**config.mk**
```make
export PLATFORM = sky130hd
export DESIGN_NAME = serial_adder_8bit_flat
export DESIGN_NICKNAME = d
export VERILOG_FILES = /design/src/rtl/serial_adder_8bit_if.sv /design/src/rtl/serial_adder_8bit.sv /design/src/flat_wrapper.sv
export SDC_FILE = /design/constraint.sdc
export NUM_CORES = 1
export LEC_CHECK = 0
export CAP_MARGIN = 15
export CORE_MARGIN = 10
export CORE_UTILIZATION = 58
export CTS_BUF_LIST = sky130_fd_sc_hd__clkbuf_4 sky130_fd_sc_hd__clkbuf_8
export CTS_CLUSTER_DIAMETER = 30
export DETAILED_ROUTE_END_ITERATION = 8
export GPL_ROUTABILITY_DRIVEN = 0
export PLACE_DENSITY = 0.87
export SLEW_MARGIN = 20
export SYNTH_ARGS = -nofsm -noshare
export SYNTH_HDL_FRONTEND = slang
export SYNTH_SLANG_ARGS = --single-unit
export TNS_END_PERCENT = 5
```
**constraint.sdc**
```tcl
create_clock -name clk -period 2.8 [get_ports clk]
set_input_delay 0.28 -clock clk [delete_from_list [all_inputs] [get_ports clk]]
set_output_delay 0.28 -clock clk [all_outputs]
set_load 0.02 [all_outputs]
```
**src/rtl/serial_adder_8bit_if.sv**
```systemverilog
// Request/result bundle for the bit-serial adder: the master issues start with
// operands, the slave returns busy/done and the registered result.
interface serial_adder_8bit_if #(
    parameter int WIDTH = 8
);
    logic             start;
    logic [WIDTH-1:0] SA_in1;
    logic [WIDTH-1:0] SA_in2;
    logic             SA_cin;
    logic             busy;
    logic             done;
    logic [WIDTH-1:0] SA_sum;
    logic             SA_cout;
    logic             SA_ovf;

    modport master (
        output start, SA_in1, SA_in2, SA_cin,
        input  busy, done, SA_sum, SA_cout, SA_ovf
    );

    modport slave (
        input  start, SA_in1, SA_in2, SA_cin,
        output busy, done, SA_sum, SA_cout, SA_ovf
    );
endinterface

```
**src/rtl/serial_adder_8bit.sv**
```systemverilog
// Bit-serial ripple adder: one bit per cycle LSB first, WIDTH+2 cycles per
// operation including the DONE beat and the IDLE turnaround.
module serial_adder_8bit #(
    parameter int WIDTH = 8
) (
    input logic              clk,
    input logic              rst,
    serial_adder_8bit_if.slave bus
);
    localparam int CW = $clog2(WIDTH) + 1;

    typedef enum logic [1:0] {IDLE, ADD, DONE} state_t;

    state_t           state, state_nx;
    logic [CW-1:0]    cnt;
    logic [WIDTH-1:0] a_sr, b_sr, res_sr, res_nx;
    logic             carry;
    logic             p, g, s, c_nx, last;
    logic [WIDTH-1:0] sum_q;
    logic             cout_q, ovf_q;
    logic             busy, done;

    // One full-adder slice built from the propagate/generate half-adder pair.
    always_comb begin
        p      = a_sr[0] ^ b_sr[0];
        g      = a_sr[0] & b_sr[0];
        s      = p ^ carry;
        c_nx   = g | (p & carry);
        res_nx = {s, res_sr[WIDTH-1:1]};
        last   = (cnt == CW'(WIDTH - 1));
    end

    always_ff @(posedge clk) begin
        if (rst) state <= IDLE;
        else     state <= state_nx;
    end

    always_comb begin
        state_nx = state;
        busy     = 1'b0;
        done     = 1'b0;
        case (state)
            IDLE: if (bus.start) state_nx = ADD;
            ADD: begin
                busy = 1'b1;
                if (last) state_nx = DONE;
            end
            DONE: begin
                busy     = 1'b1;
                done     = 1'b1;
                state_nx = IDLE;
            end
            default: state_nx = IDLE;
        endcase
    end

    always_ff @(posedge clk) begin
        if (rst) begin
            cnt    <= '0;
            a_sr   <= '0;
            b_sr   <= '0;
            res_sr <= '0;
            carry  <= 1'b0;
            sum_q  <= '0;
            cout_q <= 1'b0;
            ovf_q  <= 1'b0;
        end else begin
            case (state)
                IDLE: if (bus.start) begin
                    a_sr   <= bus.SA_in1;
                    b_sr   <= bus.SA_in2;
                    carry  <= bus.SA_cin;
                    res_sr <= '0;
                    cnt    <= '0;
                end
                ADD: begin
                    a_sr   <= a_sr >> 1;
                    b_sr   <= b_sr >> 1;
                    res_sr <= res_nx;
                    carry  <= c_nx;
                    cnt    <= cnt + CW'(1);
                    // Publish on the last bit so results appear as DONE is entered;
                    // carry still holds the carry into the MSB here.
                    if (last) begin
                        sum_q  <= res_nx;
                        cout_q <= c_nx;
                        ovf_q  <= carry ^ c_nx;
                    end
                end
                default: ;
            endcase
        end
    end

    assign bus.busy    = busy;
    assign bus.done    = done;
    assign bus.SA_sum  = sum_q;
    assign bus.SA_cout = cout_q;
    assign bus.SA_ovf  = ovf_q;
endmodule

```
**src/flat_wrapper.sv**
```systemverilog
// flat-port wrapper written by rule: the top's interface ports become plain ports
module serial_adder_8bit_flat 
#(
    parameter int WIDTH = 8
)
  (clk, rst, bus_start, bus_SA_in1, bus_SA_in2, bus_SA_cin, bus_busy, bus_done, bus_SA_sum, bus_SA_cout, bus_SA_ovf);
  serial_adder_8bit_if #(.WIDTH(WIDTH)) bus_i ();
  input logic clk;
  input logic rst;
  input wire logic [$bits(bus_i.start)-1:0] bus_start;
  input wire logic [$bits(bus_i.SA_in1)-1:0] bus_SA_in1;
  input wire logic [$bits(bus_i.SA_in2)-1:0] bus_SA_in2;
  input wire logic [$bits(bus_i.SA_cin)-1:0] bus_SA_cin;
  output wire logic [$bits(bus_i.busy)-1:0] bus_busy;
  output wire logic [$bits(bus_i.done)-1:0] bus_done;
  output wire logic [$bits(bus_i.SA_sum)-1:0] bus_SA_sum;
  output wire logic [$bits(bus_i.SA_cout)-1:0] bus_SA_cout;
  output wire logic [$bits(bus_i.SA_ovf)-1:0] bus_SA_ovf;
  assign bus_i.start = bus_start;
  assign bus_i.SA_in1 = bus_SA_in1;
  assign bus_i.SA_in2 = bus_SA_in2;
  assign bus_i.SA_cin = bus_SA_cin;
  assign bus_busy = bus_i.busy;
  assign bus_done = bus_i.done;
  assign bus_SA_sum = bus_i.SA_sum;
  assign bus_SA_cout = bus_i.SA_cout;
  assign bus_SA_ovf = bus_i.SA_ovf;
  serial_adder_8bit #(.WIDTH(WIDTH)) u_core (.clk(clk), .rst(rst), .bus(bus_i));
endmodule
```
==> key figures, run 1 <==
Synth
  • Count leader, synth: dfxtp_1
  • Synth area leaders: dfxtp_1 (45%), mux2i_1 (8.4%), a211oi_1 (7.1%), nor2_1 (5.2%), nand2_1 (4.0%)
  • Yosys reg bits: 40
  • Top_reg_cell synth: dfxtp_1
  • Synth area leader: dfxtp_1
  • Synth cell count leaders: dfxtp_1 (40), nor2_1 (25), nand2_1 (19), a211oi_1 (17), mux2i_1 (15)
  • Cells after Synth: 190
  • Yosys warnings: 0
  • Yosys top cell area share: 0.4466
  • Async set or reset register ratio after synthesis: 0
  • Seq/Total Area, Yosys: 0.4466
  • EDFF count, synth: 0
  • Syn Area/Cell: 9.437 µm²
  • Syn nets: 215
  • Post-synth cell types: 34
  • Synthesized area: 1793 µm²

Finish
  • Ant diodes: 0
  • Post-route cell area: 2106 µm²
  • Fin nets: 241
  • Layout area overhead: 17.45%
  • Final Instance Count excl. Fillers: 249
  • Share of layout cells above drive strength 1: 0.05556
  • Final Util: 0.7013
  • Fillers: 247

Setup path
  • CP Buf/Inv Count: 2
  • Critical path launch point type: flop
  • Setup CP Type: reg -> out
  • Reg2Reg Setup Slack: 0.94 ns
  • CP max FO: 3
  • Worst path arrival time: 1.67 ns
  • Critical path required time: 2.52 ns
  • Critical path's largest stage delay: 0.60 ns
  • CP delay by family, top: buffers and inverters
  • Worst path cell trace: inv_1, ha_1, clkdlybuf4s50_1
  • Critical path depth in cells: 3
  • Crit. End Element: output port
  • Slowest library cell on the worst path: clkdlybuf4s50_1
  • FF-to-FF path depth: 5

STA
  • Worst-case headroom to the max-slew limit: 0.5971
  • F_max: 0.5131 GHz
  • RSZ-0062 raised after global routing: false
  • Worst Tran Pin Value: 0.6044 ns
  • Setup Viol. Count Final: 0
  • Final Critical Period: 1.949 ns
  • Final setup TNS: 0 ns
  • Final period utilization: 0.6961
  • Worst clock skew: 0.006443 ns
  • Final hold vios: 0
  • Fin. max-slew vios: 0

Clock network
  • Clk_lat worst skew: 0.34 ns
  • Resized cells post-CTS: 0
  • Clk Tree Root Cell: clkbuf_4
  • Number of H-tree levels: 2
  • CTS tree: done
  • Post-CTS Setup Bufs: 0
  • CTS Buf Count: 5
  • Worst-path clk slew: 0.11 ns
  • Max Buffers Root-to-Sink: 2
  • Clock sink total: 40
  • Cts hold-fix bufs: 0

Global routing
  • Vias in the first global route: 1,369
  • First-pass GRT wire length: 6437 µm
  • Initial antenna violation count: 0
  • Gr ovfl total: 0
  • Pin count of the biggest net entering global routing: 44
  • Aggregate global-route resource usage: 0.1462

Pwr
  • Worst VDD drop: 0.0003116 V
  • Leakage power: 0.7763 nW
  • Total power: 1.236 mW
  • P per Cell Area: 586.8 nW/µm²

Die
  • Initial Utilization: 0.5971
  • I/O pin count: 32
  • Row cnt: 20
  • Die Width: 75.60 µm
  • Core area: 3003 µm²
  • Chip height: 75.60 µm
  • Die Area: 5715 µm²

Worst hold path
  • Worst min-delay path category: reg -> reg
  • Hold Crit Depth: 2

Routing
  • Number of remaining DRC errors: 0
  • Uppermost routed layer: met4
  • Met1 wire length: 1627 µm
  • Met2 wire length: 1896 µm
  • DRT Pass-1 Iters: 4
  • Number of routed nets with antenna violations: 0
  • Iter 0 DRT Violations: 146
  • Met3 wire len: 241 µm
  • Via density: 5.871
  • DRT Wirelength: 3837 µm
  • Drt wl/cell: 15.41 µm
  • Via count: 1,462

Placed design
  • Placed instance count: 242
  • IO buf count: 31
  • Post-DP HPWL: 2777 µm
  • DP Area: 2056 µm²

Run
  • Max Cap Viol: 0

Status
  • Outcome: completed
flip-flops by register name (all words and copies together), names as in the netlist:
signal              cells
u_core.bus.SA_ovf       1
u_core.carry            1
u_core.a_sr             8
u_core.state            2
u_core.b_sr             8
u_core.cnt              4
u_core.bus.SA_sum       8
u_core.res_sr           7
u_core.bus.SA_cout      1
layout by cell type, fill, tap and decap left out, types with 3 or more instances in the layout:
| master | instances |
|---|---|
| a211oi_1 | 17 |
| a21oi_1 | 14 |
| a32oi_1 | 8 |
| clkbuf_4 | 6 |
| clkdlybuf4s50_1 | 31 |
| dfxtp_1 | 40 |
| ha_1 | 4 |
| inv_1 | 5 |
| mux2i_1 | 15 |
| nand2_1 | 19 |
| nand2b_1 | 3 |
| nor2_1 | 25 |
| nor2b_1 | 3 |
| o21ai_0 | 3 |
per-stage QoR:
| stage | setup WS, ns | hold slack (ns) |
|---|---|---|
| after floorplan | 1.363 | 0.4315 |
| after detailed placement | 0.9942 | 0.4458 |
| final | 0.8509 | 0.4580 |
| after CTS | 0.8308 | 0.4615 |
| after global placement | 1.090 | 0.4434 |
| after global routing | 0.7788 | 0.4873 |
kinds of logic after synthesis:
kind of cell               count (synthesis)  share of synthesized area
xor gates and xnor gates                   1                   0.004886
muxes                                     17                    0.09978
adders and majority gates                  5                    0.03908
buffers and inverters                     19                    0.06838
AOI/OAI and AO/OA                         48                     0.1849
DFF                                       40                     0.4466
and+or+nand+nor                           60                     0.1563
metal layers:
layer / GRT usage / up-vias
met5: 0 / -
met4: 0.05979 / 0
met3: 0.06120 / 6
met2: 0.2276 / 40
met1: 0.1737 / 683
li1: - / 733
worst reg2reg max path: cells and delay by family (launching register included):
family                   cells  cell delay [ns]
adder cells (fa/ha/maj)      1             0.54
multiplexers                 1             0.47
flip-flops                   1             0.35
AO/OA/AOI/OAI                1             0.25
AND/OR/NAND/NOR              1             0.09
buffers and inverters        1             0.08
worst paths after layout:
kind                                              to                  from
worst max-delay path                        bus_busy       u_core.state[1]
worst max register to register        u_core.a_sr[6]       u_core.state[1]
worst min-delay path            u_core.bus.SA_sum[7]  u_core.bus.SA_sum[7]
worst min register to register  u_core.bus.SA_sum[7]  u_core.bus.SA_sum[7]
report_power, final:
group	switching [mW]	total (mW)	internal (mW)
Clock	0.172	0.274	0.102
Sequential	0.0304	0.649	0.619
Combinational	0.174	0.313	0.138
Total	0.376	1.24	0.859
final cells by class:
class,instances,area (µm²),share of cell area
clock buffer,6,45.04,0.02139
clock inverter,1,5.005,0.002377
inverter,5,18.77,0.008913
multi-input combinational,131,869.6,0.4130
sequential,40,800.8,0.3803
tap,33,41.29,0.01961
timing repair buffer,33,325.3,0.1545
Power figures use the tool's default switching activity.
==> run 2: changes to the inputs <==
--- a/config.mk
+++ b/config.mk
@@ -7,12 +7,12 @@
 export LEC_CHECK = 0
 export CAP_MARGIN = 15
 export CORE_MARGIN = 10
-export CORE_UTILIZATION = 58
+export CORE_UTILIZATION = 54
 export CTS_BUF_LIST = sky130_fd_sc_hd__clkbuf_4 sky130_fd_sc_hd__clkbuf_8
 export CTS_CLUSTER_DIAMETER = 30
 export DETAILED_ROUTE_END_ITERATION = 8
 export GPL_ROUTABILITY_DRIVEN = 0
-export PLACE_DENSITY = 0.87
+export PLACE_DENSITY = 0.82
 export SLEW_MARGIN = 20
 export SYNTH_ARGS = -nofsm -noshare
 export SYNTH_HDL_FRONTEND = slang
==> constraint.sdc (replaced) <==
create_clock -name clk -period 2 [get_ports clk]
set_input_delay 0.2 -clock clk [delete_from_list [all_inputs] [get_ports clk]]
set_output_delay 0.2 -clock clk [all_outputs]
set_load 0.02 [all_outputs]
==> key figures, run 2 (synthesized netlist as in run 1, its figures left out) <==
STA
  • F_max: 0.5270 GHz
  • Final hold vios: 0 (unchanged)
  • Final period utilization: 0.9488
  • Worst clock skew: 0.007988 ns (was 0.006443 ns)
  • Worst Tran Pin Value: 0.5941 ns (was 0.6044 ns)
  • Final Critical Period: 1.898 ns
  • Setup Viol. Count Final: 0 (unchanged)
  • Worst-case headroom to the max-slew limit: 0.5961 (was 0.5971)
  • Fin. max-slew vios: 0 (unchanged)
  • RSZ-0062 raised after global routing: false (unchanged)
  • Final setup TNS: 0 ns (unchanged)

Die
  • Initial Utilization: 0.5732 (was 0.5971)
  • Die Width: 77.62 µm (was 75.60 µm)
  • Chip height: 77.62 µm (was 75.60 µm)
  • Row cnt: 20 (unchanged)
  • Core area: 3128 µm² (was 3003 µm²)
  • I/O pin count: 32 (unchanged)
  • Die Area: 6025 µm² (was 5715 µm²)

Routing
  • Via density: 5.622 (was 5.871)
  • DRT Wirelength: 3826 µm (was 3837 µm)
  • Via count: 1,473 (was 1,462)
  • Drt wl/cell: 14.60 µm (was 15.41 µm)
  • Number of routed nets with antenna violations: 0 (unchanged)
  • DRT Pass-1 Iters: 4 (unchanged)
  • Iter 0 DRT Violations: 90 (was 146)
  • Number of remaining DRC errors: 0 (unchanged)

Finish
  • Fin nets: 243 (was 241)
  • Commonest non-fill, non-tap cells in the layout: dfxtp_1 (40), clkdlybuf4s50_1 (31), nor2_1 (25) (unchanged)
  • Share of layout cells above drive strength 1: 0.06422 (was 0.05556)
  • Layout area overhead: 19.05% (was 17.45%)
  • Final Util: 0.6824 (was 0.7013)
  • Ant diodes: 0 (unchanged)
  • Final Instance Count excl. Fillers: 262 (was 249)
  • Commonest non-fill, non-tap cell in the layout: dfxtp_1 (unchanged)

Global routing
  • Vias in the first global route: 1,489 (was 1,369)
  • Initial antenna violation count: 0 (unchanged)
  • Pin count of the biggest net entering global routing: 31 (was 44)
  • Aggregate global-route resource usage: 0.1346 (was 0.1462)
  • First-pass GRT wire length: 6720 µm (was 6437 µm)
  • Gr ovfl total: 0 (unchanged)

Clock network
  • Max Buffers Root-to-Sink: 2 (unchanged)
  • Clock sink total: 40 (unchanged)
  • Number of H-tree levels: 2 (unchanged)
  • Cts hold-fix bufs: 0 (unchanged)
  • Resized cells post-CTS: 0 (unchanged)
  • Clk_lat worst skew: 0.35 ns (was 0.34 ns)
  • Clk Tree Root Cell: clkbuf_4 (unchanged)
  • CTS tree: done (unchanged)
  • CTS Buf Count: 5 (unchanged)
  • Post-CTS Setup Bufs: 0 (unchanged)
  • Worst-path clk slew: 0.11 ns (about the same)

Setup path
  • Crit. End Element: output port (unchanged)
  • CP max FO: 3 (unchanged)
  • Worst path arrival time: 1.70 ns (was 1.67 ns)
  • Setup CP Type: reg -> out (unchanged)
  • Critical path required time: 1.80 ns (was 2.52 ns)
  • Critical path launch point type: flop (unchanged)

Pwr
  • Total power: 1.739 mW (was 1.236 mW)
  • Worst VDD drop: 0.0005285 V (was 0.0003116 V)
  • Leakage power: 0.7863 nW (was 0.7763 nW)
  • P per Cell Area: 814.7 nW/µm² (was 586.8 nW/µm²)

Placed design
  • IO buf count: 31 (unchanged)
  • Placed instance count: 255 (was 242)
  • Post-DP HPWL: 2825 µm (was 2777 µm)

Worst hold path
  • Worst min-delay path category: reg -> reg (unchanged)

Run
  • Max Cap Viol: 0 (unchanged)

Status
  • Outcome: completed (unchanged)
run 2: cell count changes in the layout (fill, tap and decap cells not counted), sizes merged:
cell	previous run	this run
buf	2	4
run 2: final timing paths:
| path | start | slack [ns] | endpoint | cells past startpoint |
|---|---|---|---|---|
| min | u_core.bus.SA_sum[4] | 0.46 | u_core.bus.SA_sum[4] | 2 |
| max reg2reg | u_core.state[1] | 0.28 | u_core.cnt[2] | 5 |
| min reg2reg | u_core.bus.SA_sum[4] | 0.46 | u_core.bus.SA_sum[4] | 2 |
| max | u_core.state[1] | 0.10 | bus_busy | 3 |
run 2: critical path, stage by stage, from the launching register on:
cell             delay [ns]
dfxtp_1                0.39
inv_1                  0.07
ha_1                   0.28
clkdlybuf4s50_1        0.61
run 2: final cells by class:
type | count | area [µm²]
inverter | 5 | 18.77
tap | 44 | 55.05
fill | 250 | 993.5
timing repair buffer | 35 | 340.3
multi-input combinational | 131 | 869.6
clock buffer | 6 | 45.04
sequential | 40 | 800.8
clock inverter | 1 | 5.005
run 2: routing by layer:
layer	vias up	share of wire	track usage
li1	735	-	-
met1	688	0.41	0.1453
met2	40	0.50	0.2197
met3	10	0.063	0.05760
met4	0	0.029	0.06934
met5	-	0	0
run 2: metrics by stage:
step | area (µm²) | hold WS, ns | setup slack, ns
2_1_floorplan | 1793 | 0.3646 | 0.5626
3_3_place_gp | 2085 | 0.4429 | 0.3989
3_5_place_dp | 2085 | 0.4468 | 0.2837
4_1_cts | 2135 | 0.4622 | 0.07456
5_1_grt | 2135 | 0.4856 | 0.004599
6_report | 2135 | 0.4615 | 0.1023
run 2: where the power goes:
group	switching [mW]	internal [mW]
sequential	0.0422	0.866
combinational	0.247	0.200
clock	0.240	0.143
total	0.530	1.21
